[src/rtl/srt_div_arb.sv]
// Round-robin arbiter/sequencer sharing one radix-4 SRT divider among NUM_REQ requesters.
// Operands are held for DIV_LAT cycles, then quotient/remainder are captured and returned with the ID.
module srt_div_arb #(
    parameter int NUM_REQ = 4,
    parameter int ID_W    = 2,
    parameter int DIV_LAT = 8
) (
    input  logic                 clk,
    input  logic                 rst,
    input  logic [NUM_REQ-1:0]   req_valid_i,
    input  logic [8*NUM_REQ-1:0] req_op1_i,
    input  logic [8*NUM_REQ-1:0] req_op2_i,
    output logic [NUM_REQ-1:0]   req_ready_o,
    output logic                 resp_valid_o,
    input  logic                 resp_ready_i,
    output logic [ID_W-1:0]      resp_id_o,
    output logic [7:0]           resp_quo_o,
    output logic [7:0]           resp_rem_o,
    output logic                 resp_dz_o,
    output logic [7:0]           div_op1_o,
    output logic [7:0]           div_op2_o,
    output logic                 div_start_o,
    input  logic [7:0]           div_quo_i,
    input  logic [7:0]           div_rem_i
);

    localparam int CNT_W = (DIV_LAT > 1) ? $clog2(DIV_LAT) : 1;

    typedef enum logic [1:0] {IDLE, BUSY, RESP} state_t;

    state_t             state;
    logic [ID_W-1:0]    ptr;
    logic [CNT_W-1:0]   cnt;

    logic [NUM_REQ-1:0] grant;
    logic               grant_any;
    logic [ID_W-1:0]    grant_idx;
    logic [ID_W-1:0]    ptr_next;
    logic [7:0]         op1_sel;
    logic [7:0]         op2_sel;

    // Rotating-priority search starting at ptr.
    // NOTE: every variable gets a default before the loop, so no latch is inferred.
    always_comb begin
        grant     = '0;
        grant_any = 1'b0;
        grant_idx = '0;
        op1_sel   = '0;
        op2_sel   = '0;
        for (int i = 0; i < NUM_REQ; i++) begin
            int idx;
            idx = int'(ptr) + i;
            if (idx >= NUM_REQ) idx = idx - NUM_REQ;
            if (!grant_any && req_valid_i[idx]) begin
                grant_any  = 1'b1;
                grant[idx] = 1'b1;
                grant_idx  = ID_W'(idx);
                op1_sel    = req_op1_i[8*idx +: 8];
                op2_sel    = req_op2_i[8*idx +: 8];
            end
        end
    end

    assign ptr_next    = (grant_idx == ID_W'(NUM_REQ - 1)) ? '0 : grant_idx + 1'b1;
    assign req_ready_o = (state == IDLE && !rst) ? grant : '0;

    // NOTE: sequential state uses non-blocking assignments only, so all registers update together.
    always_ff @(posedge clk or posedge rst) begin
        if (rst) begin
            state        <= IDLE;
            ptr          <= '0;
            cnt          <= '0;
            resp_valid_o <= 1'b0;
            resp_id_o    <= '0;
            resp_quo_o   <= '0;
            resp_rem_o   <= '0;
            resp_dz_o    <= 1'b0;
            div_op1_o    <= '0;
            div_op2_o    <= '0;
            div_start_o  <= 1'b0;
        end else begin
            case (state)
                IDLE: begin
                    if (grant_any) begin
                        div_op1_o <= op1_sel;
                        div_op2_o <= op2_sel;
                        resp_id_o <= grant_idx;
                        ptr       <= ptr_next;
                        if (op2_sel == 8'd0) begin
                            // Divide-by-zero is answered locally; the divider never sees it.
                            state        <= RESP;
                            resp_valid_o <= 1'b1;
                            resp_quo_o   <= 8'hFF;
                            resp_rem_o   <= op1_sel;
                            resp_dz_o    <= 1'b1;
                        end else begin
                            state       <= BUSY;
                            cnt         <= CNT_W'(DIV_LAT - 1);
                            div_start_o <= 1'b1;
                        end
                    end
                end
                BUSY: begin
                    div_start_o <= 1'b0;
                    if (cnt == '0) begin
                        state        <= RESP;
                        resp_valid_o <= 1'b1;
                        resp_quo_o   <= div_quo_i;
                        resp_rem_o   <= div_rem_i;
                        resp_dz_o    <= 1'b0;
                    end else begin
                        cnt <= cnt - 1'b1;
                    end
                end
                RESP: begin
                    if (resp_ready_i) begin
                        state        <= IDLE;
                        resp_valid_o <= 1'b0;
                    end
                end
                default: state <= IDLE;
            endcase
        end
    end

endmodule
[config.mk]
export PLATFORM = sky130hd
export DESIGN_NAME = srt_div_arb
export DESIGN_NICKNAME = d
export VERILOG_FILES = /design/src/rtl/srt_div_arb.sv
export SDC_FILE = /design/constraint.sdc
export NUM_CORES = 1
export LEC_CHECK = 0
export ABC_AREA = 1
export BUFFER_PORTS_ARGS = -buffer_cell sky130_fd_sc_hd__buf_4
export CAP_MARGIN = 10
export CORE_ASPECT_RATIO = 2
export CORE_UTILIZATION = 25
export CTS_CLUSTER_SIZE = 16
export DETAILED_ROUTE_END_ITERATION = 10
export PLACE_DENSITY = 0.52
export SLEW_MARGIN = 10
export SYNTH_ARGS = -nofsm -noshare
export SYNTH_HDL_FRONTEND = slang
export SYNTH_SLANG_ARGS = --single-unit
[constraint.sdc]
create_clock -name clk -period 8.53 [get_ports clk]
set_clock_uncertainty 0.1 [all_clocks]
set_input_delay 1.706 -clock clk [delete_from_list [all_inputs] [get_ports clk]]
set_output_delay 1.706 -clock clk [all_outputs]
set_load 0.01 [all_outputs]
==> metrics.md <==
| Metric | Value |
|---|---|
| Final min period | `5550 ps` |
| Share of cells above drive strength 1 | `about a fifth` |
| Top-area cell type share of the netlist area | `approximately a quarter` |
| CTS Buf Count | `5` |
| Post-CTS sizing | `0` |
| RSZ-0062 raised after global routing | `no` |
| CTS Sinks | `44` |
| Final GP Congestion | `approximately 0.83` |
| Ys flop type | `dfrtp_1` |
| # fillers | `2,136` |
| Synth Cell Area | `~4800 µm²` |
| Routed Antenna Nets | `0` |
| Synth Area in Compound Gates | `16.0%` |
| Max H-tree Level | `2` |
| Sequential element share of the synthesized area | `23.1%` |
| Clock Tree Buf Depth | `2` |
| Vias post-DR | `between 5k and 6k` |
| Synth Area in XOR/XNOR | `0%` |
| Run status | `completed` |
| Synth Instances | `845` |
| Crit path launch type | `flip-flop` |
| Most frequent cells in the layout | `nand2_1 (327), buf_4 (131), o21ai_0 (103)` |
| Pin count of the biggest net entering global routing | `100` |
| Most common cell after layout, fill and taps aside | `nand2_1` |
| Storage cell area | `1100 µm²` |
| PortBufs | `127` |
| Req. time, crit path | `~6700 ps` |
| Simple-Gate Fraction of Synth Area | `46.1%` |
| GRT Total Usage | `17.2%` |
| Fin util | `31.9%` |
| Adder-cell share of the synthesized area | `roughly 2.4%` |
| Synth warnings | `0` |
| Vias per cell | `4.63` |
| 1st-pass router iterations | `5` |
| R2R cell count | `16` |
| Worst Setup EP | `req_ready_o[3]` |
| Worst IR Drop VDD | `~180 µV` |
| Fmax | `between 0.15 and 0.2 GHz` |
| Post-synth EDFFs | `0` |
| Final wirelength | `16,700 µm` |
| Initial Util | `about 25%` |
| CTS clk-pin slew, worst paths | `60 ps` |
| Setup bufs post-CTS | `0` |
| Rel. slew slack | `between 30% and 40%` |
| CP arrival | `3750 ps` |
| Multi-input gate area | `3080 µm²` |
| First-pass GRT wire length | `around 27,000 µm` |
| Initial antenna violation count | `0` |
| Die X | `about 100 µm` |
| P_leak | `about 3.3 nW` |
| Post-DP HPWL | `12,800 µm` |
| Die Footprint | `19,700 µm²` |
| Setup tns final | `0 ps` |
| Vias in the first global route | `between 5k and 6k` |
| Worst Hold Class | `flip-flop to flip-flop` |
| CTS root buf | `clkbuf_16` |
| Largest cells by area after synthesis | `nand2_1 (26%), dfrtp_1 (23%), o21ai_0 (11%)` |
| R2r endpoint | `resp_rem_o[7]` |
| Final WS setup | `2980 ps` |
| Worst setup EP type | `primary output` |
| Yosys cell types | `32` |
| Row cnt | `around 70` |
| Pwr/cell area | `432 nW/µm²` |
| Diodes inserted | `0` |
| Pre-CTS setup slack | `3080 ps` |
| R2R Setup Slk | `3840 ps` |
| Final Hold Fails | `0` |
| Core area | `18,700 µm²` |
| I/O pin count | `128` |
| Ys async rst share | `100%` |
| Synth Register Bits | `44` |
| Drt wl/cell | `14.0 µm` |
| Clk_lat worst skew | `approximately 290 ps` |
| Die Height | `just under 200 µm` |
| Actual slew at the worst max-slew pin | `1010 ps` |
| Max-cap viol count | `0` |
| Syn Nets | `941` |
| Synth area leader | `nand2_1` |
| Syn Area/Cell | `5.64 µm²` |
| Largest family of logic cells by synthesized area | `simple AND/OR/NAND/NOR gates` |
| Area growth syn-to-layout | `25.6%` |
| Iteration-0 DRC Markers | `approximately 270` |
| Hold-fix buffers at CTS | `0` |
| CP Max Fanout | `49` |
| Final Max Slew Viols | `0` |
| CTS tree | `done` |
| Multiplexer area fraction after synthesis | `less than 1%` |
| Final Cycle Share | `between 60% and 70%` |
| Fin nets | `1,028` |
| Final setup viols | `0` |
| Drt drc | `0` |
| Setup CP Type | `flip-flop to primary output` |
| Total global routing overflow | `0` |
[cell usage after synthesis, types with 8 or more instances]
library cell  number
inv_2              8
nand4_1           21
or2_2             10
o21ai_0          103
clkbuf_1          24
inv_1             78
nor2_1            52
a21oi_1           12
dfrtp_1           44
o211ai_1          14
nand3_1           82
ha_1               9
nand2_1          327
buf_2             15
[power breakdown]
part / leakage [nW] / total, W / switching, W / internal [W]
registers: 0.537 / 0.000392 / 0.0000737 / 0.000318
clock network: 0.0804 / 0.000225 / 0.0000854 / 0.000139
logic: 2.64 / 0.00197 / 0.00132 / 0.000646
total: 3.26 / 0.00259 / 0.00148 / 0.00110
[cell families (layout without fill, tap and decap cells)]
logic type                 after synthesis  after routing
adders and majority gates                9              9
muxes                                    1              1
DFF                                     44             44
buffers and inverters                  138            226
and+or+nand+nor                        511            511
AOI/OAI and AO/OA                      142            142
[area by class of cell]
type	count	share of cell area, %
clock buffer	5	2.09
clock inverter	3	0.773
multi-input combinational	663	51.5
inverter	87	5.45
timing repair buffer	131	16.4
tap	255	5.33
sequential	44	18.4
[worst max-delay path, stage by stage, from the launching register on]
cell and delay [ps]:
dfrtp_2 590, inv_2 700, ha_1 380, buf_4 280, nand3_2 150, nand2_4 100, nor2_2 450, inv_1 210
o22ai_1 150, a21oi_1 60, o21ai_0 100, nand2_1 80, inv_1 70, buf_4 110
[how the worst min path moves through the flow]
stage / start / depth (start not counted) / to / slack, ps
2_1_floorplan: cnt[1] / 2 / cnt[1] / 400
5_1_grt: resp_quo_o[4] / 2 / resp_quo_o[4] / 400
3_5_place_dp: resp_rem_o[1] / 2 / resp_rem_o[1] / 360
4_1_cts: resp_quo_o[6] / 2 / resp_quo_o[6] / 380
6_report: resp_quo_o[6] / 2 / resp_quo_o[6] / 370
3_3_place_gp: resp_rem_o[1] / 2 / resp_rem_o[1] / 360
[stage by stage]
stage	power [W]	area [µm²]	hold slack (ps)	std cells
after floorplan	0.00185	4770	404	845
after global placement	0.00236	5820	357	1180
after detailed placement	0.00238	5820	361	1180
after CTS	0.00261	5990	378	1188
after global routing	0.00289	5990	403	1188
final	0.00259	5990	372	1188
[registers in the layout, indices dropped and copies added, names as in the netlist, 2 cells and up, named ones only]
signal / count
resp_quo_o: 8
resp_rem_o: 8
cnt: 3
div_op1_o: 8
resp_id_o: 2
state: 2
div_op2_o: 8
[layer usage]
layer | vias to the layer above | track usage, % | share of wire [%]
met5 | - | 0 | 0
li1 | 2882 | - | -
met2 | 122 | 33.0 | 55
met1 | 2465 | 19.2 | 39
met4 | 0 | 6.81 | 3.1
met3 | 27 | 1.17 | 3.1
Note: power is estimated with default switching activity, not from simulation.
